## src/rtl/simd_issue_sequencer_pkg.sv

```systemverilog
// Shared types for the SIMD issue sequencer: lane opcodes, FSM states, in-flight tag.
package simd_pkg;

  localparam int unsigned ARITH = 0;
  localparam int unsigned CALC  = 1;
  localparam int unsigned COMP  = 2;
  localparam int unsigned CAST  = 3;

  typedef enum logic [1:0] {
    IDLE  = 2'd0,
    ISSUE = 2'd1,
    DRAIN = 2'd2
  } state_e;

  // Travels alongside an issued element until its result is captured.
  typedef struct packed {
    logic last;
  } tag_t;

endpackage

```

## src/rtl/simd_result_fifo.sv

```systemverilog
// Synchronous result FIFO with occupancy count; push and pop together keep the count.
module simd_result_fifo #(
  parameter int DEPTH = 4,
  parameter int WIDTH = 33
) (
  input  logic                   clk,
  input  logic                   reset,
  input  logic                   push_i,
  input  logic [WIDTH-1:0]       wdata_i,
  input  logic                   pop_i,
  output logic [WIDTH-1:0]       rdata_o,
  output logic                   empty_o,
  output logic [$clog2(DEPTH):0] count_o
);

  localparam int AW = $clog2(DEPTH);

  logic [WIDTH-1:0] mem_q [DEPTH];
  logic [AW-1:0]    wr_ptr_q, rd_ptr_q;
  logic [AW:0]      count_q;
  logic             wr_en, rd_en;

  assign rd_en   = pop_i && (count_q != '0);
  // A push into a full FIFO is only taken when a pop frees the slot in the same cycle.
  assign wr_en   = push_i && ((count_q != (AW+1)'(DEPTH)) || rd_en);
  assign rdata_o = mem_q[rd_ptr_q];
  assign empty_o = (count_q == '0);
  assign count_o = count_q;

  // Storage array; contents are don't-care until written.
  always_ff @(posedge clk) begin
    if (wr_en) mem_q[wr_ptr_q] <= wdata_i;
  end

  // Pointers and occupancy.
  always_ff @(posedge clk) begin
    if (reset) begin
      wr_ptr_q <= '0;
      rd_ptr_q <= '0;
      count_q  <= '0;
    end else begin
      if (wr_en) wr_ptr_q <= wr_ptr_q + AW'(1);
      if (rd_en) rd_ptr_q <= rd_ptr_q + AW'(1);
      case ({wr_en, rd_en})
        2'b10:   count_q <= count_q + (AW+1)'(1);
        2'b01:   count_q <= count_q - (AW+1)'(1);
        default: count_q <= count_q;
      endcase
    end
  end

endmodule

```

## src/rtl/simd_issue_sequencer.sv

```systemverilog
// Sequences one decoded vector instruction into per-cycle compute-lane controls and
// collects lane results into a credit-protected FIFO so the lane never stalls.
module simd_issue_sequencer
  import simd_pkg::*;
#(
  parameter int OPCODE_BITS   = 4,
  parameter int FUNCTION_BITS = 4,
  parameter int DATA_WIDTH    = 32,
  parameter int ELEM_BITS     = 16,
  parameter int CU_LATENCY    = 1,
  parameter int FIFO_DEPTH    = 4
) (
  input  logic                     clk,
  input  logic                     reset,
  input  logic                     instr_valid,
  output logic                     instr_ready,
  input  logic [OPCODE_BITS-1:0]   instr_opcode,
  input  logic [FUNCTION_BITS-1:0] instr_fn,
  input  logic [ELEM_BITS-1:0]     instr_num_elems,
  input  logic                     instr_reduction_flag,
  input  logic                     instr_reduction_dim,
  input  logic [DATA_WIDTH-1:0]    instr_identity,
  input  logic                     opnd_valid,
  output logic                     opnd_ready,
  input  logic [DATA_WIDTH-1:0]    opnd_data0,
  input  logic [DATA_WIDTH-1:0]    opnd_data1,
  output logic [OPCODE_BITS-1:0]   cu_opcode,
  output logic [FUNCTION_BITS-1:0] cu_fn,
  output logic [DATA_WIDTH-1:0]    cu_data_in0,
  output logic [DATA_WIDTH-1:0]    cu_data_in1,
  output logic                     cu_acc_reset,
  output logic                     cu_reduction_flag,
  output logic                     cu_reduction_dim,
  input  logic [DATA_WIDTH-1:0]    cu_data_out,
  output logic                     res_valid,
  input  logic                     res_ready,
  output logic [DATA_WIDTH-1:0]    res_data,
  output logic                     res_last
);

  localparam int CW = $clog2(FIFO_DEPTH) + 1;
  localparam int PW = $clog2(FIFO_DEPTH + CU_LATENCY + 1) + 2;

  state_e                  state_q, state_d;
  logic                    red_q, dim_q, first_q;
  logic [DATA_WIDTH-1:0]   ident_q;
  logic [ELEM_BITS-1:0]    rem_q;
  logic [CU_LATENCY:0]     vld_pipe_q;
  tag_t [CU_LATENCY:0]     tag_pipe_q;
  tag_t                    new_tag;

  logic [CW-1:0]           fifo_cnt;
  logic                    fifo_empty;
  logic [DATA_WIDTH:0]     fifo_rdata;
  logic [PW-1:0]           inflight, used;
  logic                    credit_ok, last_elem, instr_hs, opnd_hs;
  logic                    push_tag, pop_vld, pop_last;

  logic [DATA_WIDTH-1:0]   in0_d, in1_d;
  logic                    acc_d, flag_d;

  assign last_elem     = (rem_q == ELEM_BITS'(1));
  assign instr_hs      = instr_valid && instr_ready;
  assign opnd_hs       = opnd_valid && opnd_ready;
  assign push_tag      = opnd_hs && (!red_q || last_elem);
  assign new_tag.last  = last_elem;
  assign pop_vld       = vld_pipe_q[CU_LATENCY];
  assign pop_last      = pop_vld && tag_pipe_q[CU_LATENCY].last;

  // Credits: every issued-but-uncaptured tag plus every FIFO entry holds one slot.
  always_comb begin
    inflight = '0;
    for (int i = 0; i <= CU_LATENCY; i++) inflight = inflight + PW'(vld_pipe_q[i]);
  end
  assign used      = PW'(fifo_cnt) + inflight;
  assign credit_ok = (used < PW'(FIFO_DEPTH));

  // Next state and handshake readiness.
  always_comb begin
    state_d     = state_q;
    instr_ready = 1'b0;
    opnd_ready  = 1'b0;
    unique case (state_q)
      IDLE: begin
        instr_ready = 1'b1;
        if (instr_valid && (instr_num_elems != '0)) state_d = ISSUE;
      end
      ISSUE: begin
        // Intermediate reduction elements produce no result, so they need no credit.
        opnd_ready = (red_q && !last_elem) || credit_ok;
        if (opnd_valid && opnd_ready && last_elem) state_d = DRAIN;
      end
      DRAIN: begin
        if (pop_last) begin
          instr_ready = 1'b1;
          state_d     = (instr_valid && (instr_num_elems != '0)) ? ISSUE : IDLE;
        end
      end
      default: state_d = IDLE;
    endcase
  end

  // Lane inputs for the next cycle; bubbles feed identity so a running reduction holds.
  always_comb begin
    acc_d  = 1'b0;
    flag_d = red_q && !first_q;
    in0_d  = red_q ? ident_q : '0;
    in1_d  = red_q ? ident_q : '0;
    if (opnd_hs) begin
      if (!red_q) begin
        in0_d  = opnd_data0;
        in1_d  = opnd_data1;
        acc_d  = first_q;
        flag_d = 1'b0;
      end else begin
        flag_d = !first_q;
        if (dim_q) in0_d = opnd_data0;
        else       in1_d = opnd_data0;
      end
    end
  end

  // FSM state register.
  always_ff @(posedge clk) begin
    if (reset) state_q <= IDLE;
    else       state_q <= state_d;
  end

  // Latched instruction fields and element countdown.
  always_ff @(posedge clk) begin
    if (reset) begin
      red_q     <= 1'b0;
      dim_q     <= 1'b0;
      first_q   <= 1'b0;
      ident_q   <= '0;
      rem_q     <= '0;
      cu_opcode <= '0;
      cu_fn     <= '0;
    end else if (instr_hs) begin
      red_q     <= instr_reduction_flag;
      dim_q     <= instr_reduction_dim;
      first_q   <= 1'b1;
      ident_q   <= instr_identity;
      rem_q     <= instr_num_elems;
      cu_opcode <= instr_opcode;
      cu_fn     <= instr_fn;
    end else if (opnd_hs) begin
      rem_q     <= rem_q - ELEM_BITS'(1);
      first_q   <= 1'b0;
    end
  end

  // In-flight valid/tag shift register; the last stage lines up with cu_data_out.
  always_ff @(posedge clk) begin
    if (reset) begin
      vld_pipe_q <= '0;
      tag_pipe_q <= '0;
    end else begin
      vld_pipe_q <= {vld_pipe_q[CU_LATENCY-1:0], push_tag};
      tag_pipe_q <= {tag_pipe_q[CU_LATENCY-1:0], new_tag};
    end
  end

  // Registered lane controls.
  always_ff @(posedge clk) begin
    if (reset) begin
      cu_data_in0       <= '0;
      cu_data_in1       <= '0;
      cu_acc_reset      <= 1'b0;
      cu_reduction_flag <= 1'b0;
      cu_reduction_dim  <= 1'b0;
    end else begin
      cu_data_in0       <= in0_d;
      cu_data_in1       <= in1_d;
      cu_acc_reset      <= acc_d;
      cu_reduction_flag <= flag_d;
      cu_reduction_dim  <= dim_q;
    end
  end

  simd_result_fifo #(
    .DEPTH (FIFO_DEPTH),
    .WIDTH (DATA_WIDTH + 1)
  ) u_fifo (
    .clk     (clk),
    .reset   (reset),
    .push_i  (pop_vld),
    .wdata_i ({tag_pipe_q[CU_LATENCY].last, cu_data_out}),
    .pop_i   (res_ready),
    .rdata_o (fifo_rdata),
    .empty_o (fifo_empty),
    .count_o (fifo_cnt)
  );

  assign res_valid = !fifo_empty;
  assign res_data  = fifo_rdata[DATA_WIDTH-1:0];
  assign res_last  = fifo_rdata[DATA_WIDTH];

endmodule
```

## config.mk

```make
export PLATFORM = sky130hd
export DESIGN_NAME = simd_issue_sequencer
export DESIGN_NICKNAME = d
export VERILOG_FILES = /design/src/rtl/simd_issue_sequencer_pkg.sv /design/src/rtl/simd_result_fifo.sv /design/src/rtl/simd_issue_sequencer.sv
export SDC_FILE = /design/constraint.sdc
export NUM_CORES = 1
export LEC_CHECK = 0
export ABC_AREA = 1
export CAP_MARGIN = 40
export CORE_UTILIZATION = 56
export CTS_BUF_LIST = sky130_fd_sc_hd__clkbuf_2 sky130_fd_sc_hd__clkbuf_4 sky130_fd_sc_hd__clkbuf_8
export DETAILED_ROUTE_END_ITERATION = 8
export PLACE_DENSITY = 0.88
export SLEW_MARGIN = 30
export SYNTH_ARGS = -nofsm -noshare
export SYNTH_HDL_FRONTEND = slang
export SYNTH_HIERARCHICAL = 1
export SYNTH_SLANG_ARGS = --single-unit
```

## constraint.sdc

```tcl
create_clock -name clk -period 5.7 [get_ports clk]
set_input_delay 1.14 -clock clk [delete_from_list [all_inputs] [get_ports clk]]
set_output_delay 1.14 -clock clk [all_outputs]
set_load 0.05 [all_outputs]
```

==> results.toml, run 1 <==
[floorplan]
dieArea_sq_mm = 0.0210
die_h_um = 145
fp.dieW_um = 145
io_pins = 270
coreArea_sq_mm = 0.0197
fp-row-count = 51
initial_core_util_pct = 58.0

[finish]
area_delta_synth_final_pct = 33.8
design_area_sq_mm = 0.0153
instances_no_fill = 1821
fill_cells = 1342
seq_area_sq_mm = 0.00679
drive_above_1_share_pct = 8.36
nets = 1690
multi_input_area_sq_mm = 0.00399

[detailed_routing]
drc_errors = 0
via_count = 9958
drtIter0Drc = 785
drt_wl_total_um = 32300
wire_per_inst_um = 17.8
antenna_left = 0
dr.pass1.iters = 5
routed_via_density = 5.47

[clock_network]
numCtsBuffers = 43
clk_path_buf_depth = 3
cts_resized = 0
cts_setup_buffers = 0
cts_root_buf = "clkbuf_8"
cts_sinks = 273
cts_tree = "built"
clock_latency_ns = 0.57
cts.clk_slew.worst_paths_ns = 0.06
cts-htree-levels = 2
hold_buffers = 0

[sta]
fin_crit_ns = 4.33
slew_violations = 0
finalWorstSetupSlack_ns = 1.37
rsz0062_at_grt = "false"
setup_violations = 0
hold_viol_final = 0
fin_setup_tns_ns = 0
fmax_mhz = 231
tightest_slew_ns = 0.824
fin_crit_sh_pct = 75.9
finalClockSkew_ns = 0.0215
max_slew_margin_pct = 44.9

[pwr]
p_per_area_mw_per_mm2 = 368
p_comb_share_pct = 29.8
p_sw_share_pct = 34.5
power.leakage_nw = 6.16
power.switching_mw = 1.94
ir_drop_mv = 0.208
finalPower_mw = 5.62
sequentialPowerShare_pct = 39.4
clockPowerShare_pct = 30.8
internal_power_mw = 3.69

[synth]
netlist_area_sq_mm = 0.0114
yosysWarnings = 6
async_reset_ff_share_pct = 0
yosysTopAreaCellShare_pct = 34.7
synth_cell_types = 38
synth_commonest_cells = "nand2_1 (257), nor2_1 (193), o21ai_0 (153)"
synth_edf_count = 132
yosys-top-cells-area = "edfxtp_1 (35%), dfxtp_1 (25%), nand2_1 (8.4%), o21ai_0 (6.7%), nor2_1 (6.3%)"
ys.flop_type = "dfxtp_1"
synth_area_leader_cell = "edfxtp_1"
synth-seq-area-share_pct = 59.4
ys_seq_elements = 273
synth_most_common_cell = "nand2_1"
synth_nets = 1432
syn_avg_cell_area_sq_um = 9.04
synthCells = 1265

[grt]
grtUsageTotal_pct = 30.7
first_global_vias = 9569
overflow = 0
antenna_found_initial = 3
grt_max_degree = 68
grt_pass1_wl_um = 49100

[critical_path]
path_class = "flip-flop to primary output"
end_kind = "primary output"
path_max_fanout = 67
r2r_start = "u_fifo/count_o[0]$_SDFFE_PP0P_"
crit_slowest_cell = "clkdlybuf4s50_1"
crit_chain = "buf_4, inv_2, buf_12, o21ai_0, o22ai_1, clkdlybuf4s50_1"
critPathMaxStageDelay_ns = 0.73
start_kind = "flip-flop"
crit_required_ns = 4.56
cp.arrival_ns = 3.19
r2r_slack_ns = 2.49

[outcome]
status = "complete, no violations"

[place]
gp_congestion = 0.874
pre_cts_slack_ns = 2.03
dpl.hpwl_um = 21700
portBuffers = 269
place_area_sq_mm = 0.0144
place_inst = 1743

[worst_hold_path]
hp-class = "flip-flop to flip-flop"
min_from = "tag_pipe_q[0]$_SDFF_PP0_"

[job]
maxCapViolations = 0
-- cell type report --
type | instances | share of cell area, %
diodes | 1 | 0.0164
clock buffers | 64 | 5.14
clock inverters | 13 | 0.801
inverters | 87 | 2.13
multi-input cells | 832 | 26.1
flip-flops and latches | 273 | 44.4
well taps | 265 | 2.17
repair buffers | 286 | 19.3
-- routing by layer --
| layer | global-route usage [%] | vias up | part of all wire [%] |
|---|---|---|---|
| met3 | 9.35 | 99 | 10 |
| met2 | 52.6 | 493 | 49 |
| met4 | 14.5 | 4 | 4.2 |
| met5 | 0 | - | 0.071 |
| li1 | - | 4803 | - |
| met1 | 35.1 | 4559 | 36 |
-- flip-flops by register name, indices dropped and copies added, names as in the netlist, 3 cells and up, named ones only --
register	cells
cu_data_in0	32
cu_data_in1	32
cu_fn	4
cu_opcode	4
ident_q	32
rem_q	16
u_fifo/count_o	3
u_fifo/mem_q	132
-- cell families after synthesis --
group	count (synthesis)	synth area share (%)
mux	1	0.0875
buf+inv	160	6.07
fa+ha+maj	8	0.941
compound gates	311	15.3
flops	273	59.4
xor+xnor	1	0.0766
simple gates	511	18.2
-- critical path, delay by kind of cell (launching register included) --
kind	cells	cell delay, ns
AO/OA/AOI/OAI	2	0.34
flip-flops	1	0.31
buffers and inverters	4	1.95
-- power by group through the flow --
stage          clock network, mW  registers [mW]  logic (mW)
6_report                    1.73            2.21        1.68
5_1_grt                     1.84            2.22        1.80
4_1_cts                     1.75            2.21        1.67
3_5_place_dp                   0            2.25        1.66
3_3_place_gp                   0            2.25        1.60
2_1_floorplan                  0            2.34        1.02
-- placed cells by master (no fill, tap or decap), types with 2 or more instances in the layout --
master,n
clkdlybuf4s50_1,269
nand2_1,257
nor2_1,189
o21ai_0,153
dfxtp_1,140
edfxtp_1,132
inv_1,79
o22ai_1,63
clkbuf_8,49
a21oi_1,38
a22oi_1,24
nand3_1,23
o21ai_1,21
clkbuf_4,15
buf_4,9
nand2_2,8
nor2_4,8
inv_2,8
o21bai_1,7
ha_1,7
nand4_1,6
clkinv_1,6
nor3_1,5
buf_16,5
or2_2,4
nor2_2,3
nand3_2,3
a21oi_2,3
nand3b_1,2
inv_8,2
bufinv_16,2
clkinv_2,2
buf_12,2
-- worst paths after layout --
check | depth (start not counted) | end
worst max register to register | 10 | cu_data_in0[26]$_SDFF_PP0_
worst min register to register | 2 | tag_pipe_q[1]$_SDFF_PP0_
worst min-delay path | 2 | tag_pipe_q[1]$_SDFF_PP0_
worst max-delay path | 6 | res_data[10]
-- per-stage QoR --
stage | hold slack, ns | util [%]
floorplan | 0.388 | -
global placement | 0.393 | 72.0
detailed placement | 0.411 | 73.0
CTS | 0.411 | 77.6
global route | 0.433 | 77.6
finish | 0.418 | 77.6
No activity file was read; power rests on OpenSTA's default activity.
==> run 2: changes to the inputs <==
--- a/config.mk
+++ b/config.mk
@@ -7,10 +7,10 @@
 export LEC_CHECK = 0
 export ABC_AREA = 1
 export CAP_MARGIN = 40
-export CORE_UTILIZATION = 56
+export CORE_UTILIZATION = 52
 export CTS_BUF_LIST = sky130_fd_sc_hd__clkbuf_2 sky130_fd_sc_hd__clkbuf_4 sky130_fd_sc_hd__clkbuf_8
 export DETAILED_ROUTE_END_ITERATION = 8
-export PLACE_DENSITY = 0.88
+export PLACE_DENSITY = 0.83
 export SLEW_MARGIN = 30
 export SYNTH_ARGS = -nofsm -noshare
 export SYNTH_HDL_FRONTEND = slang
==> constraint.sdc (replaced) <==
create_clock -name clk -period 4.55 [get_ports clk]
set_input_delay 0.91 -clock clk [delete_from_list [all_inputs] [get_ports clk]]
set_output_delay 0.91 -clock clk [all_outputs]
set_load 0.05 [all_outputs]
==> results.toml, run 2 (synthesized netlist as in run 1, its figures left out) <==
[sta]
fin_setup_tns_ns = 0
rsz0062_at_grt = "false"
tightest_slew_ns = 0.768
max_slew_margin_pct = 48.8
fin_crit_ns = 3.59
setup_violations = 0
fin_crit_sh_pct = 78.8
finalClockSkew_ns = 0.0290
holdWs_ns = 0.404
hold_viol_final = 0
slew_violations = 0
fmax_mhz = 279

[grt]
overflow = 0
met3_usage_pct = 7.61
met2_usage_pct = 46.7
grt_pass1_wl_um = 48800
first_global_vias = 9623
grtUsageTotal_pct = 28.1
grt-busiest-layer = "met2"
grt_max_degree = 67
antenna_found_initial = 3
use_met1_pct = 33.1

[finish]
diodes = 0
final_util_pct = 72.0
max_flop_register = "u_fifo/mem_q"
drive_above_1_share_pct = 8.92
fill_cells = 1595
area_delta_synth_final_pct = 34.0
layout_commonest_cell = "clkdlybuf4s50_1"
design_area_sq_mm = 0.0153
nets = 1690
instances_no_fill = 1833
final_cell_mix = "clkdlybuf4s50_1 (269), nand2_1 (257), nor2_1 (189)"
largest_reg_flops = 132

[outcome]
status = "complete, no violations"

[clock_network]
clock_latency_ns = 0.55
cts.clk_slew.worst_paths_ns = 0.06
cts_setup_buffers = 0
cts-htree-levels = 2
cts_sinks = 273
numCtsBuffers = 44
hold_buffers = 0
cts_tree = "built"
cts_root_buf = "clkbuf_8"
clk_path_buf_depth = 3
cts_resized = 0

[detailed_routing]
drc_errors = 0
dr.pass1.iters = 5
drtIter0Drc = 709
routed_via_density = 5.48
antenna_left = 0
via_count = 10100
drt_wl_total_um = 32300
wire_per_inst_um = 17.6

[critical_path]
r2r_start = "u_fifo/count_o[0]$_SDFFE_PP0P_"
r2r_slack_ns = 2.06
r2r-end = "cu_data_in1[14]$_SDFF_PP0_"
path_class = "flip-flop to primary output"
reg2reg_depth = 11
cp.arrival_ns = 2.68
end_kind = "primary output"
crit_chain = "buf_4, o21ai_0, o22ai_1, clkdlybuf4s50_1"
critPathMaxStageDelay_ns = 0.85
crit_slowest_cell = "clkdlybuf4s50_1"
path_max_fanout = 66
start_kind = "flip-flop"
crit_required_ns = 3.64

[place]
portBuffers = 269
gp_congestion = 0.886
place_inst = 1752
dpl.hpwl_um = 21100
place_area_sq_mm = 0.0144

[pwr]
ir_drop_mv = 0.258
power.leakage_nw = 6.17
p_per_area_mw_per_mm2 = 461

[worst_hold_path]
hold_path_depth = 2
min_from = "tag_pipe_q[0]$_SDFF_PP0_"
min_to = "tag_pipe_q[1]$_SDFF_PP0_"
hp-class = "flip-flop to flip-flop"

[floorplan]
initial_core_util_pct = 53.7
die_h_um = 150
dieArea_sq_mm = 0.0226
fp-row-count = 53
fp.dieW_um = 150
coreArea_sq_mm = 0.0213
io_pins = 270

[job]
maxCapViolations = 0
==> run 2: cell count changes in the layout (fill, tap and decap cells not counted), sizes merged <==
cell	change
clkbuf	+11
clkinv	-3
bufinv	-2
buf	-1
clkinvlp	-1
diode	-1
inv	-1
==> run 2: critical path: cells and delay by family, from the launching register on <==
family | cells | cell delay, ns
flops | 1 | 0.33
compound gates | 2 | 0.44
buf+inv | 2 | 1.34
==> run 2: final cells by class <==
cell class | count | area, sq um | share of cell area, %
Inverter | 87 | 327 | 2.13
Multi-Input combinational cell | 832 | 3990 | 26.0
Clock buffer | 75 | 913 | 5.96
Timing Repair Buffer | 285 | 2930 | 19.1
Tap cell | 275 | 344 | 2.25
Sequential cell | 273 | 6790 | 44.3
Clock inverter | 6 | 32.5 | 0.212
==> run 2: per-stage QoR <==
step                      total power, mW  setup WS (ns)
final                                7.06          0.964
after global routing                 7.35          0.826
after CTS                            7.09          0.950
after detailed placement             4.88           1.53
after global placement               4.82           1.39
after floorplan                      4.20           1.73
==> run 2: worst max-delay path by stage <==
stage,from,end,slack [ns],cells after the start
after floorplan,res_ready,u_fifo/mem_q[0][0]$_DFFE_PP_,1.73,2
after global placement,flip-flop,res_last,1.39,4
after detailed placement,flip-flop,res_data[12],1.53,4
after CTS,flip-flop,res_data[12],0.95,4
after global routing,flip-flop,res_data[18],0.83,4
final,flip-flop,res_data[16],0.96,4
==> run 2: where the power goes <==
group / switching, mW / total (mW) / internal, mW
Sequential: 0.0764 / 2.77 / 2.69
Clock: 0.940 / 2.20 / 1.26
Combinational: 1.39 / 2.08 / 0.692
Total: 2.41 / 7.06 / 4.65
==> run 2: layer usage <==
layer  vias up  wire (um)  share of wire [%]
li1       4806          -                  -
met1      4640      12100                 37
met2       489      15300                 47
met3       114       3180                9.9
met4         4       1660                5.1
met5         -         27              0.084
==> run 3: changes to the inputs <==
==> constraint.sdc (replaced) <==
create_clock -name clk -period 3.3 [get_ports clk]
set_input_delay 0.66 -clock clk [delete_from_list [all_inputs] [get_ports clk]]
set_output_delay 0.66 -clock clk [all_outputs]
set_load 0.05 [all_outputs]
==> results.toml, run 3 (synthesized netlist as in run 1, its figures left out) <==
[outcome]
status = "complete, no violations"

[sta]
max_slew_margin_pct = 42.0
fin_crit_ns = 3.16
setup_violations = 0
tightest_slew_ns = 0.868
finalWorstSetupSlack_ns = 0.137
finalClockSkew_ns = 0.0219
holdWs_ns = 0.430
slew_violations = 0
fmax_mhz = 316
hold_viol_final = 0
fin_crit_sh_pct = 95.9
fin_setup_tns_ns = 0
rsz0062_at_grt = "false"

[worst_hold_path]
min_from = "tag_pipe_q[0]$_SDFF_PP0_"
hold_path_depth = 2
hp-class = "flip-flop to flip-flop"
min_to = "tag_pipe_q[1]$_SDFF_PP0_"

[detailed_routing]
via_count = 9980
wl_met1_um = 12100
drt_wl_total_um = 31900
drtIter0Drc = 721
antenna_left = 0
top_layer = "met5"
dr.pass1.iters = 5
wl_met2_um = 15400
met3_length_um = 3320
drc_errors = 0
routed_via_density = 5.43
wire_per_inst_um = 17.3

[clock_network]
cts_sinks = 273
cts_root_buf = "clkbuf_8"
cts-htree-levels = 2
cts_tree = "built"
numCtsBuffers = 44
clk_path_buf_depth = 3
hold_buffers = 0
clock_latency_ns = 0.54
cts.clk_slew.worst_paths_ns = 0.06

[place]
gp_congestion = 0.899
pre_cts_slack_ns = 0.473
place_inst = 1755
place_area_sq_mm = 0.0143
dpl.hpwl_um = 20900
portBuffers = 269

[critical_path]
end_kind = "primary output"
cp.arrival_ns = 2.50
crit_required_ns = 2.64
path_class = "flip-flop to primary output"
start_kind = "flip-flop"
reg2reg_depth = 10
r2r_slack_ns = 0.57
r2r-end = "cu_data_in0[25]$_SDFF_PP0_"
r2r_start = "u_fifo/count_o[0]$_SDFFE_PP0P_"
path_max_fanout = 40

[finish]
nets = 1693
final_cell_mix = "nand2_1 (257), clkdlybuf4s50_1 (257), nor2_1 (189)"
final_util_pct = 71.5
fill_cells = 1539
max_flop_register = "u_fifo/mem_q"
design_area_sq_mm = 0.0152
area_delta_synth_final_pct = 33.0
largest_reg_flops = 132
drive_above_1_share_pct = 9.48
instances_no_fill = 1838

[floorplan]
initial_core_util_pct = 53.7
fp.dieW_um = 150
dieArea_sq_mm = 0.0226
coreArea_sq_mm = 0.0213
die_h_um = 150
fp-row-count = 53
io_pins = 270

[job]
maxCapViolations = 0

[grt]
overflow = 0
antenna_found_initial = 3
grtUsageTotal_pct = 27.9
grt_pass1_wl_um = 48700
first_global_vias = 9552
grt_max_degree = 59

[pwr]
finalPower_mw = 9.70
ir_drop_mv = 0.487
p_per_area_mw_per_mm2 = 638
power.leakage_nw = 6.16
run 3: changes by cell type in the layout (fill, tap and decap cells not counted), moves of 2 or more:
cell / change
clkinv_1: +6
clkbuf_4: -6
inv_2: -2
buf_16: -5
buf_4: +20
clkdlybuf4s50_1: -12
clkinv_2: +2
run 3: power breakdown:
part           total, mW  internal, mW  switching [mW]
registers           3.82          3.71           0.111
logic               2.86         0.945            1.92
clock network       3.02          1.73            1.28
run 3: worst max path at each step:
stage | endpoint | slack (ns) | cells after the start | from
global placement | cu_data_in0[16]$_SDFF_PP0_ | 0.51 | 4 | reset
floorplan | u_fifo/mem_q[0][0]$_DFFE_PP_ | 0.73 | 2 | res_ready
CTS | res_data[27] | 0.11 | 4 | flip-flop
global route | res_data[22] | 0.007 | 4 | flip-flop
detailed placement | cu_data_in0[10]$_SDFF_PP0_ | 0.47 | 4 | reset
finish | res_data[20] | 0.14 | 4 | flip-flop
run 3: cell type report:
cell class,count,area (sq um),area share [%]
Sequential cell,273,6790,44.6
Multi-Input combinational cell,832,3990,26.2
Timing Repair Buffer,288,2820,18.5
Clock buffer,68,855,5.62
Tap cell,275,344,2.26
Inverter,87,328,2.15
Clock inverter,14,90.1,0.592
Antenna cell,1,2.50,0.0164
run 3: timing repair:
item | in CTS | in global routing
setup endpoints to repair | 0 | 1
gates resized for setup | 0 | 1
buffers inserted | 0 | 0
run 3: worst max-delay path, cell delays in order, from the launching register on:
cell and delay (ns):
dfxtp_2 0.35, buf_4 0.35, o21ai_0 0.16, o22ai_1 0.21, clkdlybuf4s50_1 0.88
run 3: routing by layer:
metal / up-vias / global-route usage [%]
met5: - / 1.14
li1: 4806 / -
met3: 70 / 8.48
met4: 2 / 12.0
met1: 4611 / 33.2
met2: 491 / 46.6
